[src/rtl/inst_fetch.sv]
// Instruction fetch stage: walks fetch_pc through a combinational instruction ROM
// and buffers {pc, inst} pairs in a 2-entry FIFO feeding decode.
module inst_fetch #(
    parameter logic [31:0] RESET_PC = 32'h0000_0000
) (
    input  logic        clk,
    input  logic        resetn,
    output logic [9:0]  rom_addr,
    input  logic [31:0] rom_inst,
    input  logic        redirect_valid,
    input  logic [31:0] redirect_pc,
    input  logic        halt,
    output logic        out_valid,
    input  logic        out_ready,
    output logic [31:0] out_inst,
    output logic [31:0] out_pc
);

    typedef enum logic [1:0] {
        BOOT = 2'd0,
        RUN  = 2'd1,
        HALT = 2'd2
    } fetch_state_t;

    fetch_state_t state;
    fetch_state_t state_next;

    logic [31:0] fetch_pc;
    logic [31:0] head_pc;
    logic [31:0] head_inst;
    logic [31:0] tail_pc;
    logic [31:0] tail_inst;
    logic [1:0]  count;
    logic        push;
    logic        pop;

    always_ff @(posedge clk or negedge resetn) begin
        if (!resetn) begin
            state <= BOOT;
        end else begin
            state <= state_next;
        end
    end

    // Redirects never touch the FSM; only halt steers RUN/HALT.
    always_comb begin
        state_next = state;
        case (state)
            BOOT:    state_next = RUN;
            RUN:     if (halt) state_next = HALT;
            HALT:    if (!halt) state_next = RUN;
            default: state_next = BOOT;
        endcase
    end

    always_comb begin
        pop  = (count != 2'd0) && out_ready;
        push = (state == RUN) && !halt && !redirect_valid &&
               ((count != 2'd2) || pop);
    end

    // A redirect wins over push and pop: the FIFO is flushed even if its head was taken.
    always_ff @(posedge clk or negedge resetn) begin
        if (!resetn) begin
            fetch_pc  <= RESET_PC;
            count     <= 2'd0;
            head_pc   <= 32'd0;
            head_inst <= 32'd0;
            tail_pc   <= 32'd0;
            tail_inst <= 32'd0;
        end else if (redirect_valid) begin
            fetch_pc <= {redirect_pc[31:2], 2'b00};
            count    <= 2'd0;
        end else begin
            if (push) begin
                fetch_pc <= fetch_pc + 32'd4;
            end
            case ({push, pop})
                2'b10: begin
                    if (count == 2'd0) begin
                        head_pc   <= fetch_pc;
                        head_inst <= rom_inst;
                    end else begin
                        tail_pc   <= fetch_pc;
                        tail_inst <= rom_inst;
                    end
                    count <= count + 2'd1;
                end
                2'b01: begin
                    head_pc   <= tail_pc;
                    head_inst <= tail_inst;
                    count     <= count - 2'd1;
                end
                2'b11: begin
                    if (count == 2'd1) begin
                        head_pc   <= fetch_pc;
                        head_inst <= rom_inst;
                    end else begin
                        head_pc   <= tail_pc;
                        head_inst <= tail_inst;
                        tail_pc   <= fetch_pc;
                        tail_inst <= rom_inst;
                    end
                end
                default: begin
                end
            endcase
        end
    end

    always_comb begin
        rom_addr  = fetch_pc[11:2];
        out_valid = (count != 2'd0);
        out_pc    = out_valid ? head_pc : 32'd0;
        out_inst  = out_valid ? head_inst : 32'd0;
    end

endmodule

[config.mk]
export PLATFORM = sky130hd
export DESIGN_NAME = inst_fetch
export DESIGN_NICKNAME = d
export VERILOG_FILES = /design/src/rtl/inst_fetch.sv
export SDC_FILE = /design/constraint.sdc
export NUM_CORES = 1
export LEC_CHECK = 0
export BUFFER_PORTS_ARGS = -buffer_cell sky130_fd_sc_hd__clkbuf_2
export CORE_MARGIN = 4
export CORE_UTILIZATION = 36
export CTS_BUF_LIST = sky130_fd_sc_hd__clkbuf_4
export DETAILED_ROUTE_END_ITERATION = 7
export HOLD_SLACK_MARGIN = 0.03
export SYNTH_ARGS = -nofsm -noshare
export SYNTH_HDL_FRONTEND = slang
export SYNTH_SLANG_ARGS = --single-unit
export TNS_END_PERCENT = 10
[constraint.sdc]
create_clock -name clk -period 2.8 [get_ports clk]
set_input_delay 0.28 -clock clk [delete_from_list [all_inputs] [get_ports clk]]
set_output_delay 0.28 -clock clk [all_outputs]
set_load 0.03 [all_outputs]
# Word level (Yosys, flattened, before mapping)
# Index checks and enable logic that the tools add are counted.
classes:
  bitwise_logic: 1
  n_eq_ne: 12
  n_reduce_logical: 17
  n_mux: 21
  addsub: 3
op_table:
  columns: ["op", "count"]
  rows:
  - ["two-way mux 32 bit", 12]
  - ["one-hot mux 32 bit (3 select lines)", 2]
  - ["one-hot mux 32 bit (2 select lines)", 2]
  - ["adder 32 x 3 -> 32 bit (second input constant)", 1]
  - ["inequality test 2 bit (second input constant)", 6]
  - ["== test 2 x 1 -> 1 bit (second input constant)", 3]
  - ["== test 2 bit (second input constant)", 3]
  - ["two-way mux 2 bit", 3]
  - ["one-hot mux 2 bit (3 select lines)", 1]
  - ["nonzero test 2 bit", 3]
  - ["nonzero test 3 bit", 2]
  - ["logical AND 1 bit", 4]
  - ["logical NOT 2 bit", 2]
  - ["one-hot mux 2 bit (2 select lines)", 1]
  - ["AND reduction 4 bit", 1]
  - ["AND reduction 3 bit", 1]
  - ["adder 2 x 1 -> 2 bit (second input constant)", 1]
  - ["logical NOT 1 bit", 2]
  - ["AND reduction 2 bit", 1]
  - ["subtractor 2 x 1 -> 2 bit (second input constant)", 1]
  - ["logical OR 1 bit", 1]
  - ["inverter 1 bit", 1]
totals:
  input_bits: 69
  word_cells: 61
  output_inout_bits: 75
  reg_bits: 164

# Logic depth before layout (Yosys ltp)
# Gate-level depths: netlist of run 1.
depth:
  ltp_word: 7
  mapped_depth: 10
  depth_no_buf: 7

# Least setup slack after synthesis of run 1
# No wires, ideal clock.
synth_path:
  path_kind: "register to register"
  startpoint: "register count[0]"
  endpoint: "register head_inst[10]"
  path_slack_ps: 580
  stages_incl_launch_ff: 11
  setup_ps: 83
  period_less_slack_ps: 2220
  arrival_ps: 2137
  cell_sequence: "dfrtp_1 inv_1 ha_1 clkbuf_1 inv_1 nor3_1 o21ai_1 clkbuf_1 clkbuf_1 nand2_1 o21ai_0"
synth_via:
  elab_chain_cells: 7
  word_cells_on_any_way: 15
  cone_classes: "6 x eq/ne; 2 x mux; 7 x reduce/logical"
synth_lines:
  columns: ["item", "line_no", "rtl"]
  rows:
  - ["from (decl)", "33", "logic [1:0] count;"]
  - ["from (signal assigned)", "87", "count <= count + 2'd1;"]
  - ["from (signal assigned)", "92", "count <= count - 2'd1;"]
  - ["nonzero test 2 bit (*)", null, null]
  - ["net out_valid", "13", "output logic out_valid,"]
  - ["logical AND 1 bit (*)", "57", "pop = (count != 2'd0) && out_ready;"]
  - ["logical OR 1 bit", "59", "((count != 2'd2) || pop);"]
  - ["logical AND 1 bit", "58", "push = (state == RUN) && !halt && !redirect_valid &&"]
  - ["== test 2 bit / == test 2 x 1 -> 1 bit (equally long branches)", "78", "case ({push, pop})"]
  - ["inequality test 2 bit (no source line) / nonzero test 3 bit (equally long branches)", null, null]
  - ["AND reduction 3 bit (no source line)", null, null]
  - ["to (signal assigned)", "82", "head_inst <= rom_inst;"]
  - ["to (signal assigned)", "91", "head_inst <= tail_inst;"]
  - ["to (signal assigned)", "97", "head_inst <= rom_inst;"]
  - ["to (decl)", "30", "logic [31:0] head_inst;"]
# The timed path passes the listed nets; every way through them passes the cells marked *.
# A chain may end at the register's enable or synchronous reset.

# Worst setup path in the final report of run 1
layout_path:
  startpoint: "register count[1]"
  endpoint: "output port out_pc[1]"
layout_via:
  elab_chain_cells: 2
layout_lines:
  columns: ["item", "line_no", "rtl"]
  rows:
  - ["nonzero test 2 bit", "113", "out_valid = (count != 2'd0);"]
  - ["two-way mux 32 bit", "114", "out_pc = out_valid ? head_pc : 32'd0;"]
  - ["to (decl)", "16", "output logic [31:0] out_pc"]
# No other way between the ends.

==> metrics.txt, run 1 <==
ANT nets after route=0; Detailed Routing Iterations Pass 1=4; Final Hold Viols=0; clk sinks=159; Seq cells post-synth=159; # DRC=0; Avg Inst Size Synth=10.7 sq um; Worst Path Arrival=2.29 ns; reg2reg end=fetch_pc[31]$_DFFE_PN0P_; synth unique cells=46; clock skew=0.0193 ns; detailed-route via count=5823; metal2 WL=9.01 mm; FMAX=389 MHz; initial antenna violation count=2; Syn Inst Count=725; leakage=4.27 nW; vias in the first global route=5861; final wirelength=19.2 mm; Starting Density=36.7%; Setup-failing EPs final=0; initial DRC count=301; R2R setup slack=0.33 ns; Slew @ Worst Pin=0.956 ns; outcome=completed; Congestion Overflow GR=0; reg2reg start=state[1]$_DFFE_PN0P_; Die X-Extent=155 um; worst setup margin=0.232 ns; first-pass GRT wire length=31.4 mm; Slew Viols, Final=0; CP Launch Type=flip-flop; wire length on met3=974 um; Hold Crit Class=in -> async; GPL Wtd Cong=0.818; Top Metal Used=met5; register area share after synthesis=51.4%; maximum number of pins on one net before global-route repair=104; fin nets=980; Reg2Reg Depth=5; clk buf depth=2; Mapped Area=7730 sq um; area grow syn2layout=25.1%; Rows=53; die area=23900 sq um; setup TNS=0 ns; Tot GR Track Use=16.5%; number of instances in the placed design=1099; Pwr Density=893 nW/um^2; worst skew pair latency=0.58 ns; clock root buffer=clkbuf_4; ratio of cells with drive above 1 in the final layout=28.7%; Critical Path Fanout Max=52; HPWL after DPL=12.3 mm; maximum VDD drop=0.357 mV; wl on met1=8.87 mm; syn_nets=798; I/O Pins=144; Crit Path Class=reg -> out; CP delay by family, top=buffers and inverters; htree depth=4; Worst-path clk slew=0.15 ns; worst slack at placement=0.381 ns; Pwr Total=0.00864 W; worst path required time=2.52 ns; crit path from=count[1]$_DFFE_PN0P_; PortBufs=141; unrepaired setup endpoints after global routing=false; worst-path cell chain=inv_1, ha_2, buf_4, buf_6, nor2b_1, clkbuf_2; min Tclk post-route=2.57 ns; slowest CP cell=dfrtp_1; Non-Filler Instances=1196; Avg Vias per Cell=4.87; crit end category=primary output; worst path buffer plus inverter count=4; TritonCTS clock tree=built; core area=21100 sq um; slew margin rel.=36.3%; routed len/inst=16.0 um; cts bufs inserted=17; synth warn=0; max_cap viols=0; CP max stage delay=0.43 ns; Tcrit/Tclk final=91.7%; Die H=155 um; Min Hold Slack=0.207 ns
==> stage by stage <==
stage | cell area (sq um) | utilization, %
floorplan | 7730 | -
global placement | 8700 | 41.3
detailed placement | 8700 | 41.3
CTS | 9670 | 45.9
global route | 9670 | 45.9
finish | 9670 | 45.9
==> Yosys cell counts, drive strengths merged <==
cell     count  share of area, %
nand2      101               4.9
and3         5              0.40
or4          1             0.097
nor2        17              0.83
inv          6              0.29
or4b         1              0.13
ha           4              0.65
a211oi       3              0.29
nor3b        1             0.097
dfrtp      159                51
nor3        10              0.71
nor2b       65               5.3
mux2i       64               8.3
a22oi        3              0.29
xor2        11               1.2
nor4b        1              0.11
and2         2              0.16
o211ai       4              0.39
a31oi        1             0.081
o21ai       84               5.4
a31o         2              0.23
o2111a       1              0.15
xnor2        7              0.79
o221ai       1              0.11
buf         22               1.8
nand4       13               1.1
nor4         2              0.16
a2111oi      3               1.1
o311ai       1              0.11
nand2b       3              0.24
a21o         1              0.11
a221o        2              0.26
clkbuf      35               1.7
o22ai        1             0.081
a311oi       2              0.23
nand3       16               1.0
a21oi        6              0.39
o21a         1             0.097
mux2        63               9.2
==> worst max-delay path by stage <==
stage | slack (ns) | endpoint | cells past startpoint
global placement | 0.41 | fetch_pc[31]$_DFFE_PN0P_ | 5
detailed placement | 0.38 | tail_pc[25]$_DFFE_PN0P_ | 6
global route | 0.02 | out_inst[18] | 6
CTS | 0.12 | out_inst[18] | 6
floorplan | 0.58 | head_inst[10]$_DFFE_PN0P_ | 10
finish | 0.23 | out_pc[1] | 6
==> layout make-up <==
class                      instances  area, sq um
sequential                       159         3980
clock inverter                    15          198
timing repair buffer             220         1510
multi-input combinational        503         3490
antenna                            1         2.50
clock buffer                      17          128
tap                              275          344
inverter                           6         22.5
fill                            2021        11400
==> layer usage <==
layer / GRT usage, % / vias up
met4: 4.88 / 2
met2: 26.2 / 127
met3: 4.11 / 24
met5: 0 / -
li1: - / 2867
met1: 22.3 / 2803
==> power by group <==
part | total (W) | switching [W] | leakage (nW) | internal [W]
clock | 0.00160 | 0.000945 | 0.168 | 0.000651
combinational | 0.00338 | 0.00198 | 2.11 | 0.00139
sequential | 0.00367 | 0.000491 | 1.99 | 0.00318
==> state kept, by name, summed over array words and instances (netlist names) <==
signal,count
count,2
fetch_pc,30
head_inst,32
head_pc,31
state,2
tail_inst,32
tail_pc,30
==> layout by cell type, fill, tap and decap left out, types with 4 or more instances in the layout <==
master / Yosys / layout
a21oi_1: 6 / 5
and3_1: 5 / 5
buf_4: 11 / 11
clkbuf_2: 0 / 140
clkbuf_4: 0 / 17
dfrtp_1: 159 / 159
dlygate4sd3_1: 0 / 64
inv_1: 5 / 5
inv_6: 0 / 6
mux2_2: 63 / 63
mux2i_1: 64 / 64
nand2_1: 101 / 101
nand3_1: 16 / 16
nand4_1: 12 / 12
nor2_1: 17 / 17
nor2b_1: 65 / 65
nor3_1: 9 / 9
o211ai_1: 4 / 4
o21ai_0: 83 / 83
xnor2_1: 7 / 7
xor2_1: 11 / 11
==> cells by family (layout without fill, tap and decap cells) <==
family	count (synthesis)	in the layout	synth area share [%]
adders and majority gates	4	4	0.647
other	0	1	0
xor gates and xnor gates	18	18	2.04
AOI/OAI and AO/OA	116	116	9.32
and+or+nand+nor	238	238	15.3
buffers and inverters	63	258	3.82
muxes	127	127	17.5
DFF	159	159	51.4
==> what timing repair did <==
| action | in CTS | in global routing |
|---|---|---|
| buffers inserted | 0 | 0 |
| hold endpoints to repair | 146 | 0 |
| hold buffers | 64 | 0 |
| resized for setup | 1 | 0 |
| endpoints found under the setup margin | 27 | 0 |
No activity file was read; power rests on OpenSTA's default activity.
==> run 2, diff against run 1 <==
--- a/config.mk
+++ b/config.mk
@@ -11,6 +11,7 @@
 export CTS_BUF_LIST = sky130_fd_sc_hd__clkbuf_4
 export DETAILED_ROUTE_END_ITERATION = 7
 export HOLD_SLACK_MARGIN = 0.03
+export MAX_ROUTING_LAYER = met4
 export SYNTH_ARGS = -nofsm -noshare
 export SYNTH_HDL_FRONTEND = slang
 export SYNTH_SLANG_ARGS = --single-unit
==> metrics.txt, run 2 (synthesized netlist as in run 1, its figures left out) <==
ratio of cells with drive above 1 in the final layout=28.7% (unchanged); Clk network pwr share=18.5% (about the same); HPWL after DPL=12.3 mm (unchanged); Die H=155 um (unchanged); min Tclk post-route=2.57 ns (+0.000888 ns); first-pass GRT wire length=31.4 mm (about the same); Slew Viols, Final=0 (unchanged); Worst-path clk slew=0.15 ns (about the same); worst path buffer plus inverter count=4 (unchanged); maximum VDD drop=0.356 mV (about the same); fin nets=980 (unchanged); Congestion Overflow GR=0 (unchanged); Seq pwr share=42.5% (about the same); slew margin rel.=35.6% (-0.61 points); Crit Path Class=reg -> out; ANT nets after route=0 (unchanged); outcome=completed; TritonCTS clock tree=built; Post-CTS Setup Inserts=0 (unchanged); worst-path cell chain=inv_1, ha_2, buf_4, buf_6, nor2b_1, clkbuf_2; worst setup margin=0.231 ns (-0.000888 ns); most frequent cells in the layout=159 x dfrtp_1, 140 x clkbuf_2, 101 x nand2_1, 83 x o21ai_0, 65 x nor2b_1; detailed-route via count=5817 (-0.10%); Internal=0.00522 W (about the same); worst slack at placement=0.381 ns (unchanged); GPL Wtd Cong=0.831 (+1.5%); Final Hold Viols=0 (unchanged); crit end category=primary output; setup TNS=0 ns (unchanged); vias in the first global route=5855 (-0.10%); die area=23900 sq um (unchanged); max_cap viols=0 (unchanged); Detailed Routing Iterations Pass 1=4 (unchanged); top flop regs=head_inst (32), tail_inst (32), head_pc (31); CP delay by family, top=buffers and inverters; worst path required time=2.52 ns (about the same); Critical Path Fanout Max=52 (unchanged); Worst Path Arrival=2.29 ns (about the same); leakage=4.27 nW (about the same); Tcrit/Tclk final=91.7% (about the same); core area=21100 sq um (unchanged); Slew @ Worst Pin=0.965 ns (+0.00919 ns); switch share=39.6% (about the same); clock skew=0.0172 ns (-0.00217 ns); clock root buffer=clkbuf_4; htree depth=4 (unchanged); Switch Pwr=0.00342 W (about the same); clk buf depth=2 (unchanged); routed len/inst=15.9 um (-0.63%); final wirelength=19.1 mm (-0.54%); Setup-failing EPs final=0 (unchanged); CP max stage delay=0.41 ns (-0.02 ns); cts bufs inserted=17 (unchanged); initial antenna violation count=2 (unchanged); Pwr Density=893 nW/um^2 (about the same); FMAX=389 MHz (about the same); clk sinks=159 (unchanged); number of instances in the placed design=1099 (unchanged); worst skew pair latency=0.57 ns (about the same); Logic pwr share=39.1% (about the same); # DRC=0 (unchanged); I/O Pins=144 (unchanged); unrepaired setup endpoints after global routing=false; Avg Vias per Cell=4.86 (-0.19%); most common cell after layout, fill and taps aside=dfrtp_1; Tot GR Track Use=16.9% (+0.47 points); Die X-Extent=155 um (unchanged); Starting Density=36.7% (unchanged); slowest CP cell=dfrtp_1; Rows=53 (unchanged); initial DRC count=236 (-22%); Non-Filler Instances=1197 (+0.084%); Hold Crit Class=in -> async; area grow syn2layout=25.1% (about the same); maximum number of pins on one net before global-route repair=104 (unchanged); CP Launch Type=flip-flop; PortBufs=141 (unchanged)
run 2: changes by cell type in the layout (fill, tap and decap cells not counted):
cell,before,now
diode_2,1,2
run 2: worst paths after layout:
kind	from	end	slack, ns	cells past startpoint
max	count[0]$_DFFE_PN0P_	out_pc[1]	0.23	6
min in group clk	redirect_valid	fetch_pc[8]$_DFFE_PN0P_	0.31	4
min	resetn	head_pc[21]$_DFFE_PN0P_	0.21	2
max reg2reg	state[1]$_DFFE_PN0P_	fetch_pc[31]$_DFFE_PN0P_	0.34	5
min reg2reg	head_pc[3]$_DFFE_PN0P_	head_pc[3]$_DFFE_PN0P_	0.49	2
max in group asynchronous	resetn	head_inst[27]$_DFFE_PN0P_	1.76	3
run 2: final cells by class:
class,count,area [sq um]
fillers,2021,11400
flip-flops and latches,159,3980
multi-input cells,503,3490
repair buffers,220,1510
well taps,275,344
clock inverters,15,198
clock buffers,17,128
inverters,6,22.5
diodes,2,5.00
run 2: timing repair:
item	CTS	global route
hold endpoints to repair	146	0
hold buffers	64	0
setup endpoints to repair	27	0
resized for setup	1	0
run 2: metrics by stage:
step,hold WS [ns],instance area (sq um),power [W],util (%)
after floorplan,-0.0156,7730,0.00611,-
after global placement,0.271,8700,0.00700,41.3
after detailed placement,0.275,8700,0.00709,41.3
after CTS,0.177,9670,0.00879,45.9
after global routing,0.193,9680,0.00928,45.9
final,0.207,9680,0.00864,45.9
run 2: metal layers:
| layer | global-route usage [%] | routed length [um] |
|---|---|---|
| met4 | 4.88 | 337 |
| met5 | - | 0 |
| met2 | 26.2 | 8940 |
| met1 | 22.3 | 8980 |
| met3 | 3.97 | 819 |
run 2: power by group through the flow:
stage | Clock [W] | Sequential, W | Combinational (W)
2_1_floorplan | 0 | 0.00358 | 0.00253
3_3_place_gp | 0 | 0.00369 | 0.00330
3_5_place_dp | 0 | 0.00373 | 0.00336
4_1_cts | 0.00166 | 0.00368 | 0.00345
5_1_grt | 0.00175 | 0.00379 | 0.00374
6_report | 0.00159 | 0.00367 | 0.00337
==> run 3, diff against run 2 <==
--- a/config.mk
+++ b/config.mk
@@ -5,6 +5,7 @@
 export SDC_FILE = /design/constraint.sdc
 export NUM_CORES = 1
 export LEC_CHECK = 0
+export ABC_AREA = 1
 export BUFFER_PORTS_ARGS = -buffer_cell sky130_fd_sc_hd__clkbuf_2
 export CORE_MARGIN = 4
 export CORE_UTILIZATION = 36
==> metrics.txt, run 3 <==
CP Launch Type=flip-flop; routed len/inst=14.3 um (-10%); Critical Path Fanout Max=38 (-27%); most frequent cells in the layout=366 x nand2_1, 159 x dfrtp_1, 148 x inv_1, 140 x clkbuf_2, 132 x nor2_1; most frequent cell after synthesis=nand2_1; Mapped Area=8440 sq um (+9.1%); area grow syn2layout=21.3%; Final Hold Viols=0 (unchanged); Hold Crit Class=in -> reg; clk sinks=159 (unchanged); Worst Path Arrival=2.33 ns (+0.04 ns); Post-synth EDFFs=0 (unchanged); Slew Viols, Final=0 (unchanged); die area=26000 sq um (+8.7%); Synth Area in XOR/XNOR=0.726% (-1.3 points); commonest cells in the netlist=367 x nand2_1, 159 x dfrtp_1, 148 x inv_1; crit end category=primary output; area leader, netlist=dfrtp_1; initial antenna violation count=1 (-1); # DRC=0 (unchanged); GPL Wtd Cong=0.888 (+6.9%); clock skew=0.0197 ns (+0.00253 ns); post-synthesis compound-gate area fraction=10.4% (+1.0 points); TritonCTS clock tree=built; Slew @ Worst Pin=0.756 ns (-0.210 ns); worst skew pair latency=0.56 ns (about the same); synth warn=0 (unchanged); Register Area=3980 sq um (unchanged); Syn Inst Count=1178 (+62%); most common cell after layout, fill and taps aside=nand2_1; HPWL after DPL=16.0 mm (+30%); top flop regs=head_inst (32), tail_inst (32), head_pc (31); fill count=2350 (+16%); final wirelength=23.8 mm (+25%); Pwr Density=910 nW/um^2 (+1.9%); largest cells by area after synthesis=dfrtp_1 47%, nand2_1 16%, inv_1 6.6%, o21ai_0 6.5%, nand3_1 6.0%; min Tclk post-route=2.61 ns (+0.0385 ns); ratio of cells with drive above 1 in the final layout=15.3% (-13 points); Tot GR Track Use=19.1% (+2.2 points); detailed-route via count=7849 (+35%); syn_nets=1251 (+57%); Die X-Extent=161 um (+4.2%); I/O Pins=144 (unchanged); Avg Vias per Cell=4.70 (-3.3%); synth unique cells=34 (-26%); Congestion Overflow GR=0 (unchanged); fin nets=1417 (+45%); Top FF cell, synth=dfrtp_1; Worst-path clk slew=0.15 ns (about the same); cts bufs inserted=17 (unchanged); Starting Density=36.9% (+0.27 points); Synth Area in Simple Gates=29.8% (+15 points); Clk network pwr share=15.5% (-3.0 points); Logic pwr share=44.2% (+5.1 points); number of instances in the placed design=1580 (+44%); slew margin rel.=49.6% (+14 points); htree depth=4 (unchanged); Avg Inst Size Synth=7.17 sq um (-33%); maximum number of pins on one net before global-route repair=66 (-37%); Seq pwr share=40.3% (-2.2 points); vias in the first global route=7652 (+31%); Die H=161 um (+4.2%); clock root buffer=clkbuf_4; initial DRC count=525 (+120%); maximum VDD drop=0.309 mV (-13%); Tcrit/Tclk final=93.1% (+1.4 points); clk buf depth=2 (unchanged); first-pass GRT wire length=39.3 mm (+25%); Async SR Flop Fraction=100% (unchanged); PortBufs=141 (unchanged); max_cap viols=0 (unchanged); worst path required time=2.52 ns (about the same); FMAX=384 MHz (-1.5%); Setup-failing EPs final=0 (unchanged); register area share after synthesis=47.1% (-4.3 points); multi-input combinational cell area=3520 sq um (+0.75%); setup TNS=0 ns (unchanged); Synth top area share=47.1% (-4.3 points); adder-cell share of the synthesized area=0.593% (-0.054 points); outcome=completed; ANT nets after route=0 (unchanged); Seq cells post-synth=159 (unchanged); unrepaired setup endpoints after global routing=false; Detailed Routing Iterations Pass 1=6 (+2); Crit Path Class=reg -> out; Rows=55 (+3.8%); Pwr Total=0.00932 W (+7.8%); CP max stage delay=0.43 ns (+0.02 ns); Non-Filler Instances=1671 (+40%); leakage=5.35 nW (+25%); slowest CP cell=dfrtp_1; switch share=46.0% (+6.4 points); core area=22800 sq um (+8.3%); worst-path cell chain=inv_1, ha_2, buf_4, buf_6, nor2_1, clkbuf_2; Internal=0.00503 W (-3.6%); largest family of logic cells by synthesized area=simple AND/OR/NAND/NOR gates; mux cell area share after synthesis=0% (-17 points); Switch Pwr=0.00428 W (+25%)
[run 3: cell count changes in the layout (fill, tap and decap cells not counted), sizes merged, moves of 64 or more]
cell   delta
nor2b    -65
inv     +140
nor2    +118
nand2   +267
mux2i    -64
nand3    +87
[run 3: worst max-delay path, delay by kind of cell, from the launching register on]
family / cells / cell delay [ns]
simple gates: 1 / 0.13
flops: 1 / 0.43
fa+ha+maj: 1 / 0.22
buf+inv: 4 / 0.95
[run 3: final cells by class]
class	instances	share of cell area, %
Timing Repair Buffer	221	14.6
Antenna cell	1	0.0244
Inverter	149	5.46
Multi-Input combinational cell	796	34.4
Clock buffer	17	1.25
Clock inverter	15	1.56
Tap cell	313	3.82
Sequential cell	159	38.9
[run 3: path summary, 6_finish.rpt]
path,to,slack (ns),cells after the start,startpoint
hold / removal,fetch_pc[19]$_DFFE_PN0P_,0.07,4,redirect_pc[19]
max in group asynchronous,head_pc[13]$_DFFE_PN0P_,1.84,3,resetn
min in group asynchronous,tail_inst[24]$_DFFE_PN0P_,0.15,2,resetn
setup / recovery,out_inst[10],0.19,6,count[0]$_DFFE_PN0P_
setup reg to reg,head_inst[30]$_DFFE_PN0P_,0.61,7,count[0]$_DFFE_PN0P_
hold reg to reg,tail_pc[6]$_DFFE_PN0P_,0.50,2,tail_pc[6]$_DFFE_PN0P_
[run 3: logic make-up after synthesis]
kind of cell,Yosys count
compound gates,164
xor+xnor,7
fa+ha+maj,4
buf+inv,223
flops,159
simple gates,621
[run 3: through the flow]
stage                     instance area, sq um  hold slack, ns  worst slack (ns)  util [%]
final                                    10200          0.0664             0.193      44.8
after global routing                     10200          0.0535            0.0515      44.8
after CTS                                10200          0.0321             0.109      44.8
after detailed placement                  9360           0.186             0.625      41.0
after global placement                    9360           0.185             0.660      41.0
after floorplan                           8440         -0.0156             0.969         -
[run 3: what timing repair did]
item                                    in CTS  in global routing
hold buffers                                58                  0
setup buffers                                0                  0
resized for setup                            1                  0
endpoints found under the setup margin       2                  0
hold endpoints to repair                   232                  0
[run 3: per-layer routing]
layer / share of wire, % / vias up / GRT usage [%] / routed length, um
met5: 0 / - / - / 0
met4: 1.1 / 0 / 4.65 / 264
met3: 4.4 / 22 / 2.83 / 1050
met2: 47 / 218 / 31.4 / 11200
met1: 48 / 3622 / 25.2 / 11400
li1: - / 3987 / - / -
[run 3: power by group through the flow]
stage | clock (W) | sequential, W | combinational, W
floorplan | 0 | 0.00365 | 0.00305
global placement | 0 | 0.00376 | 0.00401
detailed placement | 0 | 0.00379 | 0.00409
CTS | 0.00151 | 0.00374 | 0.00417
global route | 0.00159 | 0.00386 | 0.00464
finish | 0.00144 | 0.00376 | 0.00412
